$ cat src/rtl/segled_pkg.sv
// Shared types and constants for the seven-segment serial transmitter.
package segled_pkg;

    typedef enum logic [1:0] {
        IDLE  = 2'd0,
        LOAD  = 2'd1,
        SHIFT = 2'd2,
        LATCH = 2'd3
    } state_t;

    localparam int FRAME_BITS = 64;
    localparam int DIGITS     = 8;

    // Active-high gfedcba glyphs for the hex digits.
    localparam logic [6:0] GLYPH_0 = 7'h3F;
    localparam logic [6:0] GLYPH_1 = 7'h06;
    localparam logic [6:0] GLYPH_2 = 7'h5B;
    localparam logic [6:0] GLYPH_3 = 7'h4F;
    localparam logic [6:0] GLYPH_4 = 7'h66;
    localparam logic [6:0] GLYPH_5 = 7'h6D;
    localparam logic [6:0] GLYPH_6 = 7'h7D;
    localparam logic [6:0] GLYPH_7 = 7'h07;
    localparam logic [6:0] GLYPH_8 = 7'h7F;
    localparam logic [6:0] GLYPH_9 = 7'h6F;
    localparam logic [6:0] GLYPH_A = 7'h77;
    localparam logic [6:0] GLYPH_B = 7'h7C;
    localparam logic [6:0] GLYPH_C = 7'h39;
    localparam logic [6:0] GLYPH_D = 7'h5E;
    localparam logic [6:0] GLYPH_E = 7'h79;
    localparam logic [6:0] GLYPH_F = 7'h71;

endpackage

$ cat src/rtl/segled_tx_if.sv
// Host-side request/status bundle of the seven-segment transmitter.
interface segled_tx_if;

    logic [31:0] data;
    logic [7:0]  dp;
    logic [7:0]  blank;
    logic        start;
    logic        busy;
    logic        done;

    modport master (
        output data, dp, blank, start,
        input  busy, done
    );

    modport slave (
        input  data, dp, blank, start,
        output busy, done
    );

endinterface

$ cat src/rtl/segled_tx_hex7seg.sv
// Combinational hex nibble to active-high gfedcba segment pattern.
module hex7seg
    import segled_pkg::*;
(
    input  logic [3:0] nibble,
    output logic [6:0] seg
);

    // Glyph lookup for one digit.
    always_comb begin
        seg = GLYPH_0;
        case (nibble)
            4'h0:    seg = GLYPH_0;
            4'h1:    seg = GLYPH_1;
            4'h2:    seg = GLYPH_2;
            4'h3:    seg = GLYPH_3;
            4'h4:    seg = GLYPH_4;
            4'h5:    seg = GLYPH_5;
            4'h6:    seg = GLYPH_6;
            4'h7:    seg = GLYPH_7;
            4'h8:    seg = GLYPH_8;
            4'h9:    seg = GLYPH_9;
            4'hA:    seg = GLYPH_A;
            4'hB:    seg = GLYPH_B;
            4'hC:    seg = GLYPH_C;
            4'hD:    seg = GLYPH_D;
            4'hE:    seg = GLYPH_E;
            4'hF:    seg = GLYPH_F;
            default: seg = GLYPH_0;
        endcase
    end

endmodule

$ cat src/rtl/segled_tx.sv
// Serial transmitter for the 8-digit seven-segment shift-register chain.
// Builds a 64-bit active-low frame and shifts it out MSB-first, holding
// the display enable low while the chain contents are in motion.
module segled_tx
    import segled_pkg::*;
#(
    parameter int unsigned DIV = 4
)
(
    input  logic       clk,
    input  logic       rst,
    segled_tx_if.slave bus,
    output logic       segled_clk,
    output logic       segled_clr,
    output logic       segled_do,
    output logic       segled_pen
);

    localparam logic [7:0] HALF_LAST = 8'(DIV - 1);
    localparam logic [6:0] BIT_LAST  = 7'(FRAME_BITS - 1);

    state_t                state;
    logic [FRAME_BITS-1:0] frame;
    logic [FRAME_BITS-1:0] frame_next;
    logic [6:0]            bit_cnt;
    logic [7:0]            half_cnt;
    logic                  phase;      // 0 = low half of a bit, 1 = high half
    logic [6:0]            glyph [DIGITS];

    for (genvar i = 0; i < DIGITS; i++) begin : g_digit
        hex7seg u_hex (
            .nibble (bus.data[i*4 +: 4]),
            .seg    (glyph[i])
        );
    end

    // Assemble the active-low frame; blanking overrides glyph and dp.
    always_comb begin
        frame_next = '0;
        for (int i = 0; i < DIGITS; i++) begin
            if (bus.blank[i]) begin
                frame_next[i*8 +: 8] = 8'hFF;
            end else begin
                frame_next[i*8 +: 8] = {~bus.dp[i], ~glyph[i]};
            end
        end
    end

    // Frame sequencer; the serial clock output follows the phase bit one
    // cycle late so data is already stable for a full half-period at the rise.
    always_ff @(posedge clk or posedge rst) begin
        if (rst) begin
            state      <= IDLE;
            frame      <= '0;
            bit_cnt    <= 7'd0;
            half_cnt   <= 8'd0;
            phase      <= 1'b0;
            bus.busy   <= 1'b0;
            bus.done   <= 1'b0;
            segled_clk <= 1'b0;
            segled_do  <= 1'b0;
            segled_clr <= 1'b0;
            segled_pen <= 1'b1;
        end else begin
            segled_clr <= 1'b1;
            bus.done   <= 1'b0;
            case (state)
                IDLE: begin
                    if (bus.start) begin
                        state <= LOAD;
                    end
                end
                LOAD: begin
                    frame      <= frame_next;
                    bit_cnt    <= 7'd0;
                    half_cnt   <= 8'd0;
                    phase      <= 1'b0;
                    bus.busy   <= 1'b1;
                    segled_pen <= 1'b0;
                    state      <= SHIFT;
                end
                SHIFT: begin
                    segled_clk <= phase;
                    if (!phase) begin
                        segled_do <= frame[FRAME_BITS-1];
                    end
                    if (half_cnt == HALF_LAST) begin
                        half_cnt <= 8'd0;
                        phase    <= ~phase;
                        if (phase) begin
                            frame   <= {frame[FRAME_BITS-2:0], 1'b0};
                            bit_cnt <= bit_cnt + 7'd1;
                            if (bit_cnt == BIT_LAST) begin
                                state <= LATCH;
                            end
                        end
                    end else begin
                        half_cnt <= half_cnt + 8'd1;
                    end
                end
                LATCH: begin
                    segled_clk <= 1'b0;
                    segled_do  <= 1'b0;
                    bus.busy   <= 1'b0;
                    bus.done   <= 1'b1;
                    segled_pen <= 1'b1;
                    bit_cnt    <= 7'd0;
                    state      <= IDLE;
                end
                default: begin
                    state <= IDLE;
                end
            endcase
        end
    end

endmodule

$ cat src/flat_wrapper.sv
// flat-port wrapper written by rule: the top's interface ports become plain ports
module segled_tx_flat import segled_pkg::*;
#(
    parameter int unsigned DIV = 4
)
  (clk, rst, segled_clk, segled_clr, segled_do, segled_pen, bus_data, bus_dp, bus_blank, bus_start, bus_busy, bus_done);
  segled_tx_if bus_i ();
  input  logic clk;
  input  logic rst;
  output logic segled_clk;
  output logic segled_clr;
  output logic segled_do;
  output logic segled_pen;
  input wire logic [$bits(bus_i.data)-1:0] bus_data;
  input wire logic [$bits(bus_i.dp)-1:0] bus_dp;
  input wire logic [$bits(bus_i.blank)-1:0] bus_blank;
  input wire logic [$bits(bus_i.start)-1:0] bus_start;
  output wire logic [$bits(bus_i.busy)-1:0] bus_busy;
  output wire logic [$bits(bus_i.done)-1:0] bus_done;
  assign bus_i.data = bus_data;
  assign bus_i.dp = bus_dp;
  assign bus_i.blank = bus_blank;
  assign bus_i.start = bus_start;
  assign bus_busy = bus_i.busy;
  assign bus_done = bus_i.done;
  segled_tx #(.DIV(DIV)) u_core (.clk(clk), .rst(rst), .bus(bus_i), .segled_clk(segled_clk), .segled_clr(segled_clr), .segled_do(segled_do), .segled_pen(segled_pen));
endmodule
$ cat config.mk
export PLATFORM = sky130hd
export DESIGN_NAME = segled_tx_flat
export DESIGN_NICKNAME = d
export VERILOG_FILES = /design/src/rtl/segled_pkg.sv /design/src/rtl/segled_tx_if.sv /design/src/rtl/segled_tx_hex7seg.sv /design/src/rtl/segled_tx.sv /design/src/flat_wrapper.sv
export SDC_FILE = /design/constraint.sdc
export NUM_CORES = 1
export LEC_CHECK = 0
export ABC_AREA = 1
export CAP_MARGIN = 20
export CORE_MARGIN = 1.5
export CORE_UTILIZATION = 50
export DETAILED_ROUTE_END_ITERATION = 10
export PLACE_DENSITY = 0.8
export SLEW_MARGIN = 15
export SYNTH_ARGS = -nofsm -noshare
export SYNTH_HDL_FRONTEND = slang
export SYNTH_SLANG_ARGS = --single-unit
$ cat constraint.sdc
create_clock -name clk -period 3.95 [get_ports clk]
set_input_delay 0.395 -clock clk [delete_from_list [all_inputs] [get_ports clk]]
set_output_delay 0.395 -clock clk [all_outputs]
set_load 0.05 [all_outputs]
**Word level (Yosys, flattened, before mapping)**

Memories as Yosys holds them, arrays and structs flattened.
Cells that the tools add are included.
Widths: inputs -> output; s select.

- Output and inout bits: 6
- Bits of input ports: 51
- Flip-flop bits (word level): 88
- Memory bits (read-only): 896
- Memories: 8
- Logic and storage cells: 88

Memories:

| memory | words | bits a word | read ports | clocked after Yosys merged registers in | wr ports | line | text |
|---|---|---|---|---|---|---|---|
| (name not given) | 16 | 7 | 1 | 0 | 0 | segled_tx_hex7seg.sv:12 | `case (nibble)` |
| (name not given) | 16 | 7 | 1 | 0 | 0 | segled_tx_hex7seg.sv:12 |  |
| (name not given) | 16 | 7 | 1 | 0 | 0 | segled_tx_hex7seg.sv:12 |  |
| (name not given) | 16 | 7 | 1 | 0 | 0 | segled_tx_hex7seg.sv:12 |  |
| (name not given) | 16 | 7 | 1 | 0 | 0 | segled_tx_hex7seg.sv:12 |  |
| (name not given) | 16 | 7 | 1 | 0 | 0 | segled_tx_hex7seg.sv:12 |  |
| +2 memories | - | - | - | - | - | - |  |

- $add $sub $neg: 2
- Bitwise logic cells: 17
- Reduce and logical (&&, ||, !) cells: 11
- Equal/unequal tests: 10
- Muxes and demuxes: 29

Operators by type and width:

| cell | count |
|---|---|
| $mux 64 | 2 |
| $pmux 64 s2 | 1 |
| $mux 8 | 9 |
| $not 7->7 | 8 |
| $pmux 8 s2 | 1 |
| $mux 7 | 2 |
| $pmux 7 s2 | 1 |
| $pmux 1 s2 | 5 |
| $not 1->1 | 9 |
| $add 8x1->8 const B | 1 |
| $eq 8x2->1 const B | 1 |
| $mux 2 | 4 |
| $pmux 2 s4 | 1 |
| $reduce_bool 2->1 | 4 |
| $add 7x1->7 const B | 1 |
| $eq 7x6->1 const B | 1 |
| $ne 2x1->1 const B | 3 |
| $reduce_and 3->1 | 2 |
| $eq 2x2->1 const B | 2 |
| $ne 2x2->1 const B | 2 |
| $reduce_and 2->1 | 2 |
| $reduce_and 4->1 | 1 |
| $mux 1 | 3 |
| $eq 2x1->1 const B | 1 |
| other kinds (2) | 2 |

**Longest topological paths before layout**

- Depth in word-level cells: 5
- Gate-level depth with buffers: 12
- Mapped depth without buffers: 10

**Cells and area by module**

From an unflattened synthesis, not the netlist that was laid out.

- Cells, all modules: 1,129
- Area total of the unflattened synthesis: 7,231.9 um^2

By module, submodules not included:

| module | area each (um^2) | times used | sequential area each (um^2) | cells an instance |
|---|---|---|---|---|
| segled_tx | 5,069.9 | 1 | 2,203.4 | 713 |
| hex7seg | 270.3 | 8 | 0.0 | 52 |

**Least setup slack after synthesis**

Ideal clock, no wire load.

- Path type: register to register
- Start point: register u_core.state[0]
- End point: register u_core.frame[27]
- Library setup time: 117 ps
- Buffers on the path: 3
- Period minus slack after synthesis: 1,584 ps
- Stages on the path, launching flop included: 10
- Arrival: 1,467 ps
- Slack: 2,366 ps
- Required time: 3,833 ps
- Cell sequence: dfrtp_1 inv_1 ha_1 buf_4 inv_2 buf_6 buf_2 or2_2 nand2_1 o21ai_2

- Cells in the longest elaborated chain, start to end: 3
- Elaborated cells on any way between the ends: 7
- Those cells by class: eq/ne: 4; mux: 1; reduce/logical: 2

RTL lines:

| element | line | text |
|---|---|---|
| start: declaration | segled_tx.sv:22 | `state_t state;` |
| start signal: assignment | segled_tx.sv:53 | `state <= IDLE;` |
| start signal: assignment | segled_tx.sv:70 | `state <= LOAD;` |
| start signal: assignment | segled_tx.sv:80 | `state <= SHIFT;` |
| $eq 2x2->1 or $eq 2x1->1 (tied branches) | segled_tx.sv:67 | `case (state)` |
| $ne 2x1->1 (no line) or $reduce_bool 2->1 (tied branches) | - |  |
| $reduce_and 3->1 (no line) | - |  |
| end signal: assignment | segled_tx.sv:74 | `frame <= frame_next;` |
| end signal: assignment | segled_tx.sv:91 | `frame <= {frame[FRAME_BITS-2:0], 1'b0};` |
| end: declaration | segled_tx.sv:23 | `logic [FRAME_BITS-1:0] frame;` |

Parallel ways exist; a longest one is shown, timed or not.
A chain may end at the register's enable or synchronous reset.

**Final worst setup path**

- Start point: register u_core.state[0]
- End point: register u_core.frame[13]

Same word-level chain as after synthesis.

==> results.md <==
* R2R Path End: u_core.frame[13]
* Reg area at 2200 µm²
* Cell Area, Placed at between 7000 and 8000 µm²
* Worst slack, placed at 1.57 ns
* CTS tree: yes
* R2R Path Start: u_core.state[0]
* DRT Pass-1 Iters at 6
* Maximum VDD drop at 347 µV
* Cell variety after synth at 32
* CTS clock-pin slew for the worst setup and hold paths at roughly 0.060 ns
* Hold Buf Count CTS at 0
* Worst reg2reg setup slack at 1.54 ns
* Die W at 119 µm
* Max Freq at 0.415 GHz
* H-Tree Depth at 3
* Final Max Tran Viols at 0
* Clock Latency Late Sink at 0.33 ns
* Die area at 14000 µm²
* Initial Util at 50.8%
* Worst Tran Pin Value at 0.744 ns
* Area growth from synthesis to layout at 13.8%
* Sequential share of the synthesized area at 33.0%
* Multi-input gate area at 3860 µm²
* Clk root buf: clkbuf_16
* Netlist Area Pre-Place at 6670 µm²
* Status: finished clean
* Syn. warnings at 0
* Initial antenna violation count at 0
* Rows at 42
* Max-Cap Viols at 0
* Worst-case reg-to-reg path depth at 6
* First-pass GRT wire length at 23900 µm
* Skew final at 0.00880 ns
* Fin area at 7590 µm²
* Worst setup margin at 1.54 ns
* Final setup violating endpoints at 0
* Final period util at 61.0%
* Postcts setup bufs at 0
* Worst endpoint required time at 4.22 ns
* Vias/cell at between 5 and 6
* RSZ-0062 raised after global routing: no
* Total CTS buffers at 9
* Worst-case clock buffer depth at 2
* Fin. Hold Viols at 0
* Synth async-reset ratio at 100%
* Total wire length at around 14000 µm
* Core area at around 13000 µm²
* Top FF cell, synth: dfrtp_1
* CP Class: register to register
* Crit. End Element: register
* Height of the die at 119 µm
* Layout cells sized above 1 at 17.2%
* Largest net degree at the start of global routing at 75
* CTS Sinks at 88
* Layout Nets at 1049
* Period minus WS final at 2.41 ns
* Max-slew headroom at 50.4%
* Via count of the routed design at roughly 5700
* Cts repair resizes at 0
* I/O Buffers at 56
* Crit path launch type: register
* 1st-iter DRT viols at 535
* Finished Layout Cells at 1123
* P_leak at 3.76 nW
* Final Wtd Congestion at 0.884
* Worst-path fanout max at 44
* IO Pins at 57
* #FFs+latches synth at 88
* Net Count, Synth at 1016
* Power per cell area at 716 nW/µm²
* Vias in the first global route at 5365
* Final Util at 57.8%
* Post-route ant nets at 0
* Hpwl dp at 9640 µm
* Avg Cell Area, Syn at 7.32 µm²
* Tot GR Track Use at 20.2%
* # diodes at 0
* Arrival @ worst endpoint at 2.68 ns
* Fill count at 1200
* DRC at 0
* Setup TNS at 0 ns
* Post-synth EDFFs at 0
* Inst Count DP at approximately 1100
* Aggregate global routing overflow at 0
* Worst Hold Class: input pin to async pin
* Synthesized instance count at about 910
* Post-DR wirelength/cell at 12.1 µm
-- per-stage QoR --
step / hold slack (ns) / total power [mW]
after global placement: 0.452 / 4.41
after floorplan: 0.441 / 4.09
after CTS: 0.401 / 5.49
after global routing: 0.421 / 5.90
final: 0.382 / 5.44
after detailed placement: 0.458 / 4.50
-- worst max-delay path by stage --
stage | end | depth (start not counted) | startpoint | slack (ns)
floorplan | u_core.bit_cnt[0] | 1 | rst | 1.28
global placement | u_core.frame[7] | 6 | u_core.state[0] | 1.62
detailed placement | u_core.frame[38] | 6 | u_core.state[0] | 1.57
CTS | u_core.frame[13] | 6 | u_core.state[0] | 1.52
global route | u_core.frame[30] | 6 | u_core.state[0] | 1.32
finish | u_core.frame[13] | 6 | u_core.state[0] | 1.54
-- registers in the layout, indices dropped and copies added, names as in the netlist --
register and count:
u_core.bit_cnt 7, u_core.bus.busy 1, u_core.bus.done 1, u_core.frame 64, u_core.half_cnt 8, u_core.phase 1, u_core.segled_clk 1, u_core.segled_clr 1
u_core.segled_do 1, u_core.segled_pen 1, u_core.state 2
-- cell families (layout without fill, tap and decap cells) --
logic type / count (synthesis) / after routing / synth area share (%)
adders and majority gates: 54 / 54 / 10.1
xor gates and xnor gates: 4 / 4 / 0.525
other: 1 / 1 / 0.0562
buffers and inverters: 135 / 171 / 9.15
AOI/OAI and AO/OA: 131 / 131 / 13.3
DFF: 88 / 88 / 33.0
and+or+nand+nor: 498 / 498 / 33.9
-- routing by layer --
layer  wire, µm  track usage, %  vias up
li1           -               -     2973
met1       6570            28.0     2594
met2       6280            32.7      120
met3        494            3.33       19
met4        197            5.65        0
met5          0               0        -
-- power by group --
part | internal, mW | switching [mW] | total, mW
Clock | 0.613 | 0.336 | 0.949
Sequential | 1.36 | 0.270 | 1.63
Combinational | 1.05 | 1.81 | 2.86
Total | 3.02 | 2.42 | 5.44
-- synth_stat cells, types with 2 or more instances --
| cell type | n | area share [%] |
|---|---|---|
| buf_2 | 23 | 1.7 |
| dfrtp_1 | 87 | 33 |
| or2_2 | 29 | 2.7 |
| o211ai_1 | 10 | 1.1 |
| a31oi_1 | 7 | 0.66 |
| buf_6 | 9 | 1.5 |
| nor2_2 | 2 | 0.19 |
| xor2_1 | 4 | 0.53 |
| inv_1 | 86 | 4.8 |
| o21ai_0 | 46 | 3.5 |
| nand2_2 | 48 | 4.5 |
| nand4_1 | 3 | 0.28 |
| clkbuf_1 | 7 | 0.39 |
| nand2_1 | 238 | 13 |
| nor2_1 | 53 | 3.0 |
| buf_4 | 2 | 0.22 |
| o21ai_2 | 50 | 6.6 |
| a21oi_1 | 11 | 0.83 |
| nor3_1 | 7 | 0.53 |
| inv_2 | 8 | 0.45 |
| ha_1 | 54 | 10 |
| o21ai_1 | 4 | 0.30 |
| nand3_1 | 114 | 8.6 |
-- layout by cell type, fill, tap and decap left out, types with 46 or more instances in the layout --
| master | n |
|---|---|
| o21ai_2 | 50 |
| o21ai_0 | 46 |
| nor2_1 | 53 |
| nand3_1 | 114 |
| dfrtp_1 | 87 |
| clkdlybuf4s50_1 | 56 |
| ha_1 | 54 |
| nand2_2 | 48 |
| nand2_1 | 238 |
| inv_1 | 85 |
-- critical path: stages (launching register included) --
cell	delay (ns)
dfrtp_1	0.39
inv_1	0.08
ha_1	0.55
nand3_4	0.64
inv_2	0.48
nand2_1	0.11
nand2_1	0.07
-- final cells by class --
| cell class | count | share of cell area [%] |
|---|---|---|
| Clock inverter | 5 | 1.42 |
| Sequential cell | 88 | 29.0 |
| Inverter | 94 | 4.66 |
| Tap cell | 176 | 2.90 |
| Multi-Input combinational cell | 688 | 50.8 |
| Timing Repair Buffer | 63 | 8.24 |
| Clock buffer | 9 | 2.97 |
Power figures use the tool's default switching activity.
